<file path="src/rtl/stack_pkg.sv">
// Shared types and default sizing for the parametrised LIFO stack.
// The operation code is the {push,pop} strobe pair taken as a 2-bit value.
package stack_pkg;

    localparam int STACK_DATA_W = 8;
    localparam int STACK_DEPTH  = 16;

    // Each encoding matches the {push,pop} bit pattern that produces it.
    typedef enum logic [1:0] {
        OP_NONE    = 2'b00,
        OP_PUSH    = 2'b10,
        OP_POP     = 2'b01,
        OP_REPLACE = 2'b11
    } stack_op_e;

    function automatic stack_op_e decode_op(input logic push_i, input logic pop_i);
        return stack_op_e'({push_i, pop_i});
    endfunction

endpackage

</file>
<file path="src/rtl/stack_mem.sv">
// Stack storage: DEPTH x DATA_W array with one synchronous write port
// and one asynchronous read port. Contents are never reset.
module stack_mem #(
    parameter int DATA_W = 8,
    parameter int DEPTH  = 16,
    parameter int AW     = $clog2(DEPTH)
) (
    input  logic              clk_i,
    input  logic              we_i,
    input  logic [AW-1:0]     waddr_i,
    input  logic [DATA_W-1:0] wdata_i,
    input  logic [AW-1:0]     raddr_i,
    output logic [DATA_W-1:0] rdata_o
);

    logic [DATA_W-1:0] mem_q [DEPTH];

    // Write port
    always_ff @(posedge clk_i) begin
        if (we_i) begin
            mem_q[waddr_i] <= wdata_i;
        end
    end

    assign rdata_o = mem_q[raddr_i];

endmodule

</file>
<file path="src/rtl/param_stack.sv">
// Parametrised LIFO stack with occupancy count, replace-top, registered
// top-of-stack output and sticky overflow/underflow flags.
module param_stack
    import stack_pkg::*;
#(
    parameter int DATA_W = STACK_DATA_W,
    parameter int DEPTH  = STACK_DEPTH,
    parameter int CNT_W  = $clog2(DEPTH) + 1
) (
    input  logic              clk,
    input  logic              reset,
    input  logic              push,
    input  logic              pop,
    input  logic [DATA_W-1:0] data_in,
    input  logic              clr_err,
    output logic [DATA_W-1:0] data_out,
    output logic [CNT_W-1:0]  count,
    output logic              empty,
    output logic              full,
    output logic              overflow,
    output logic              underflow
);

    localparam int AW = $clog2(DEPTH);

    logic [CNT_W-1:0]  count_q, count_d;
    logic [DATA_W-1:0] data_q, data_d;
    logic              ovf_q, ovf_d;
    logic              unf_q, unf_d;

    logic              we_s;
    logic [AW-1:0]     waddr_s;
    logic [AW-1:0]     raddr_s;
    logic [DATA_W-1:0] rdata_s;
    logic              empty_s;
    logic              full_s;
    stack_op_e         op_s;

    assign op_s    = decode_op(push, pop);
    assign empty_s = (count_q == CNT_W'(0));
    assign full_s  = (count_q == CNT_W'(DEPTH));
    // Entry just below the current top; only consumed when count >= 2.
    assign raddr_s = AW'(count_q - CNT_W'(2));

    stack_mem #(
        .DATA_W (DATA_W),
        .DEPTH  (DEPTH),
        .AW     (AW)
    ) u_mem (
        .clk_i   (clk),
        .we_i    (we_s),
        .waddr_i (waddr_s),
        .wdata_i (data_in),
        .raddr_i (raddr_s),
        .rdata_o (rdata_s)
    );

    // Next-state decode for count, top value, memory write and error flags
    always_comb begin
        count_d = count_q;
        data_d  = data_q;
        we_s    = 1'b0;
        waddr_s = AW'(count_q);
        // A new error in the same cycle overrides the clear below.
        ovf_d   = clr_err ? 1'b0 : ovf_q;
        unf_d   = clr_err ? 1'b0 : unf_q;

        case (op_s)
            OP_PUSH: begin
                if (!full_s) begin
                    we_s    = 1'b1;
                    waddr_s = AW'(count_q);
                    count_d = count_q + CNT_W'(1);
                    data_d  = data_in;
                end else begin
                    ovf_d = 1'b1;
                end
            end
            OP_POP: begin
                if (!empty_s) begin
                    count_d = count_q - CNT_W'(1);
                    data_d  = (count_q == CNT_W'(1)) ? DATA_W'(0) : rdata_s;
                end else begin
                    unf_d = 1'b1;
                end
            end
            OP_REPLACE: begin
                we_s   = 1'b1;
                data_d = data_in;
                if (empty_s) begin
                    waddr_s = AW'(0);
                    count_d = CNT_W'(1);
                end else begin
                    waddr_s = AW'(count_q - CNT_W'(1));
                    count_d = count_q;
                end
            end
            default: begin
                count_d = count_q;
                data_d  = data_q;
            end
        endcase
    end

    // State registers with synchronous active-low reset
    always_ff @(posedge clk) begin
        if (!reset) begin
            count_q <= CNT_W'(0);
            data_q  <= DATA_W'(0);
            ovf_q   <= 1'b0;
            unf_q   <= 1'b0;
        end else begin
            count_q <= count_d;
            data_q  <= data_d;
            ovf_q   <= ovf_d;
            unf_q   <= unf_d;
        end
    end

    assign data_out  = data_q;
    assign count     = count_q;
    assign empty     = empty_s;
    assign full      = full_s;
    assign overflow  = ovf_q;
    assign underflow = unf_q;

endmodule

</file>
<file path="config.mk">
export PLATFORM = sky130hd
export DESIGN_NAME = param_stack
export DESIGN_NICKNAME = d
export VERILOG_FILES = /design/src/rtl/stack_pkg.sv /design/src/rtl/stack_mem.sv /design/src/rtl/param_stack.sv
export SDC_FILE = /design/constraint.sdc
export NUM_CORES = 1
export LEC_CHECK = 0
export ABC_AREA = 1
export CORE_ASPECT_RATIO = 1.25
export CORE_MARGIN = 2
export CORE_UTILIZATION = 60
export CTS_CLUSTER_DIAMETER = 80
export DETAILED_ROUTE_END_ITERATION = 10
export PLACE_DENSITY = 0.79
export SLEW_MARGIN = 20
export SYNTH_ARGS = -nofsm -noshare
export SYNTH_HDL_FRONTEND = slang
export SYNTH_SLANG_ARGS = --single-unit
</file>
<file path="constraint.sdc">
create_clock -name clk -period 3.2 [get_ports clk]
set_clock_uncertainty 0.1 [all_clocks]
set_input_delay 0.32 -clock clk [delete_from_list [all_inputs] [get_ports clk]]
set_output_delay 0.32 -clock clk [all_outputs]
set_load 0.05 [all_outputs]
</file>
==> PnR_summary.wiki <==
{| class="wikitable"
! Metric !! Value
|-
| GRT overflow || 0
|-
| Largest delay share family, worst path || simple AND/OR/NAND/NOR gates
|-
| Clock tree from TritonCTS || yes
|-
| Number of routed nets with antenna violations || 0
|-
| Total Routed Length || approximately 15 mm
|-
| Crit Path Class || flop to flop
|-
| Number of enable-type register cells in the synthesized netlist || between 100 and 150
|-
| Combinational family with the most area after synthesis || simple AND/OR/NAND/NOR gates
|-
| Row Count || 42
|-
| CP arrival || 2.85 ns
|-
| Count of final setup violators || 0
|-
| Element type at the critical path start || flop
|-
| Sequential share of the synthesized area || 62.80%
|-
| DIE WIDTH || 97.80 um
|-
| Combined buffer and inverter count along the critical path || 1
|-
| RSZ-0062 raised after global routing || no
|-
| Crit path max-delay cell type || sky130_fd_sc_hd__nor2_1
|-
| Later-pin clock latency in the skew report || 0.43 ns
|-
| Final hold violation count || 0
|-
| Sum of negative setup slack || 0 ns
|-
| Power per cell area || 731.1 nW/um2
|-
| Proportion of register bits with asynchronous set or reset after synthesis || 0%
|-
| Hold Path Class || flop to flop
|-
| Adder and majority gate portion of the synthesized area || under 10%
|-
| Multiplexer fraction of the synthesized cell area || 0%
|-
| Input/output buffers || 29
|-
| Setup slack after placement || 0.3929 ns
|-
| Clock slew at reported path FFs || 0.06 ns
|-
| Max-capacitance violation count || 0
|-
| Final Max Slew Viols || 0
|-
| Number of nets in the layout || 753
|-
| Placeable core area || between 10000 and 15000 um2
|-
| Post-route DRC violation count || 0
|-
| Number of CTS-inserted buffers || 17
|-
| Mean area per synthesized cell || 9.427 um2
|-
| Number of nets produced by synthesis || a little over 700
|-
| Achievable Freq || about 350 MHz
|-
| Initial DRC Count || between 500 and 600
|-
| Post-Synth Simple-Gate Area || 22.98%
|-
| Count of different cell masters after synthesis || 27
|-
| Post-cts resize count || 0
|-
| Most instantiated flip-flop cell in the synthesis netlist || sky130_fd_sc_hd__edfxtp_1
|-
| Area of the mapped netlist || 6599 um2
|-
| YS warnings || 0
|-
| Setup slack after layout || 0.3104 ns
|-
| Number of ports placed on the die boundary || 30
|-
| Via count of the first global-routing pass || 4744
|-
| Critical path peak fanout || 14
|-
| Type of destination of the critical path || flop
|-
| Wire length of the first global-routing pass || 24.05 mm
|-
| Final core area utilization || 71.69%
|-
| Share of layout cells above drive strength 1 || a little under a tenth
|-
| Crit-path max cell delay || 0.62 ns
|-
| Area share of xor/xnor cells in the synthesized design || 0.3982%
|-
| Flip-flop and latch count after synthesis || 143
|-
| Post-synthesis to final-layout area growth || 15.89%
|-
| Largest net degree at the start of global routing || 71
|-
| Via density per instance || 5.612
|-
| Number of iterations in the first detailed-routing pass || 6
|-
| Transition at the pin with the smallest max-transition slack || 0.9094 ns
|-
| CTS root buffer || sky130_fd_sc_hd__clkbuf_16
|-
| Lkg Pwr || roughly 3.3 nW
|-
| Worst-path cell chain || clkinv_1 > ha_1 > nand3_1 > nand2_2 > o22ai_1 > nand2_1 > nor2_1
|-
| Placed wire-length estimate || roughly 10 mm
|-
| Placer congestion estimate || 1.014
|-
| Result of the run || completed
|-
| H-tree Lvls || 4
|-
| Count of mapped cells out of synthesis || 700
|-
| Post-CTS Hold Fix Bufs || 0
|-
| Number of sinks handled by clock tree synthesis || between 100 and 150
|-
| Count of inserted antenna diode cells || 0
|-
| Antenna violations before repair || 0
|-
| Post-DR wirelength/cell || 17.57 um
|-
| Area fraction in compound gates after synthesis || 3.261%
|-
| Portion of the clock cycle consumed by the worst path in the final layout || 90.30%
|-
| Worst ir drop on vdd || 0.5347 mV
|-
| Floorplan die area || ~12000 um2
|-
| Maximum buffer depth of the clock tree || 2
|-
| Design Power || 5.591 mW
|-
| Post-layout minimum cycle time || about 2.9 ns
|-
| Global-route usage over all layers || 27.38%
|-
| Worst rel slew slack || about two fifths
|-
| Die H || 121.3 um
|-
| Count of vias placed by the detailed router || 4927
|-
| Crit path required time || 3.16 ns
|-
| Post-CTS setup-driven buffer insertion count || 0
|-
| Initial standard-cell utilization of the core || between 60% and 70%
|}
## cell usage in the layout (no fill, tap or decap), types with 5 or more instances in the layout
cell type	instances
sky130_fd_sc_hd__a21oi_2	8
sky130_fd_sc_hd__clkbuf_16	17
sky130_fd_sc_hd__dfxtp_1	14
sky130_fd_sc_hd__inv_1	122
sky130_fd_sc_hd__o21ai_0	7
sky130_fd_sc_hd__nand2_1	206
sky130_fd_sc_hd__nand2_2	5
sky130_fd_sc_hd__clkdlybuf4s50_1	27
sky130_fd_sc_hd__buf_4	14
sky130_fd_sc_hd__ha_1	7
sky130_fd_sc_hd__edfxtp_1	128
sky130_fd_sc_hd__o21ai_1	8
sky130_fd_sc_hd__nor2_1	43
sky130_fd_sc_hd__nand3_1	103
## cells by family (layout without fill, tap and decap cells)
logic type,after synthesis,in the layout
compound gates,32,32
xor+xnor,3,3
fa+ha+maj,7,7
buf+inv,154,200
flops,143,143
simple gates,361,361
## worst reg2reg max path, cell delays in order (launching register included)
cell	delay, ns
sky130_fd_sc_hd__dfxtp_1	0.34
sky130_fd_sc_hd__clkinv_1	0.32
sky130_fd_sc_hd__ha_1	0.35
sky130_fd_sc_hd__nand3_1	0.15
sky130_fd_sc_hd__nand2_2	0.11
sky130_fd_sc_hd__o22ai_1	0.27
sky130_fd_sc_hd__nand2_1	0.27
sky130_fd_sc_hd__nor2_1	0.62
## flip-flops by register name (all words and copies together) (netlist names)
register and count:
u_mem.mem_q 128, data_out 8, underflow 1, count 5
overflow 1
## power by group
part | leakage, nW | internal, mW | switching (mW)
Sequential | 1.28 | 2.15 | 0.0441
Combinational | 1.73 | 0.369 | 0.928
Clock | 0.308 | 1.32 | 0.781
Total | 3.31 | 3.84 | 1.75
## per-stage QoR
step | instances | hold slack, ns | instance area (um2)
after detailed placement | 846 | 0.3609 | 7013
after global routing | 878 | 0.3996 | 7647
after floorplan | 700 | 0.3189 | 6599
after CTS | 878 | 0.3706 | 7647
final | 878 | 0.3648 | 7647
after global placement | 846 | 0.3570 | 7013
## Yosys cell counts, types with 4 or more instances
library cell,n,share of area [%]
sky130_fd_sc_hd__nand2_1,206,12
sky130_fd_sc_hd__edfxtp_1,128,58
sky130_fd_sc_hd__inv_1,122,6.9
sky130_fd_sc_hd__nand3_1,103,7.8
sky130_fd_sc_hd__nor2_1,43,2.4
sky130_fd_sc_hd__buf_2,15,1.1
sky130_fd_sc_hd__dfxtp_1,15,4.6
sky130_fd_sc_hd__clkbuf_1,9,0.51
sky130_fd_sc_hd__a21oi_2,8,1.1
sky130_fd_sc_hd__o21ai_1,8,0.61
sky130_fd_sc_hd__ha_1,7,1.3
sky130_fd_sc_hd__o21ai_0,7,0.53
sky130_fd_sc_hd__nand2_2,5,0.47
sky130_fd_sc_hd__a21oi_1,4,0.30
## worst paths after layout
kind / startpoint / to / slack (ns) / cells after the start
max: count[1] / u_mem.mem_q[6][4] / 0.31 / 7
min: underflow / underflow / 0.36 / 2
max reg2reg: count[1] / u_mem.mem_q[6][4] / 0.31 / 7
min reg2reg: underflow / underflow / 0.36 / 2
## metal layers
layer / global-route usage (%) / share of wire (%)
met5: 0 / 0
met4: 16.49 / 4.7
met3: 5.300 / 6.7
met2: 46.55 / 51
met1: 32.33 / 38
## cell type report
| class | instances | area, um2 |
|---|---|---|
| sequential | 143 | 4145 |
| fill | 743 | 3020 |
| multi-input combinational | 403 | 1846 |
| inverter | 127 | 481.7 |
| clock buffer | 18 | 429.2 |
| timing repair buffer | 41 | 375.4 |
| clock inverter | 14 | 205.2 |
| tap | 132 | 165.2 |
Power figures use the tool's default switching activity.
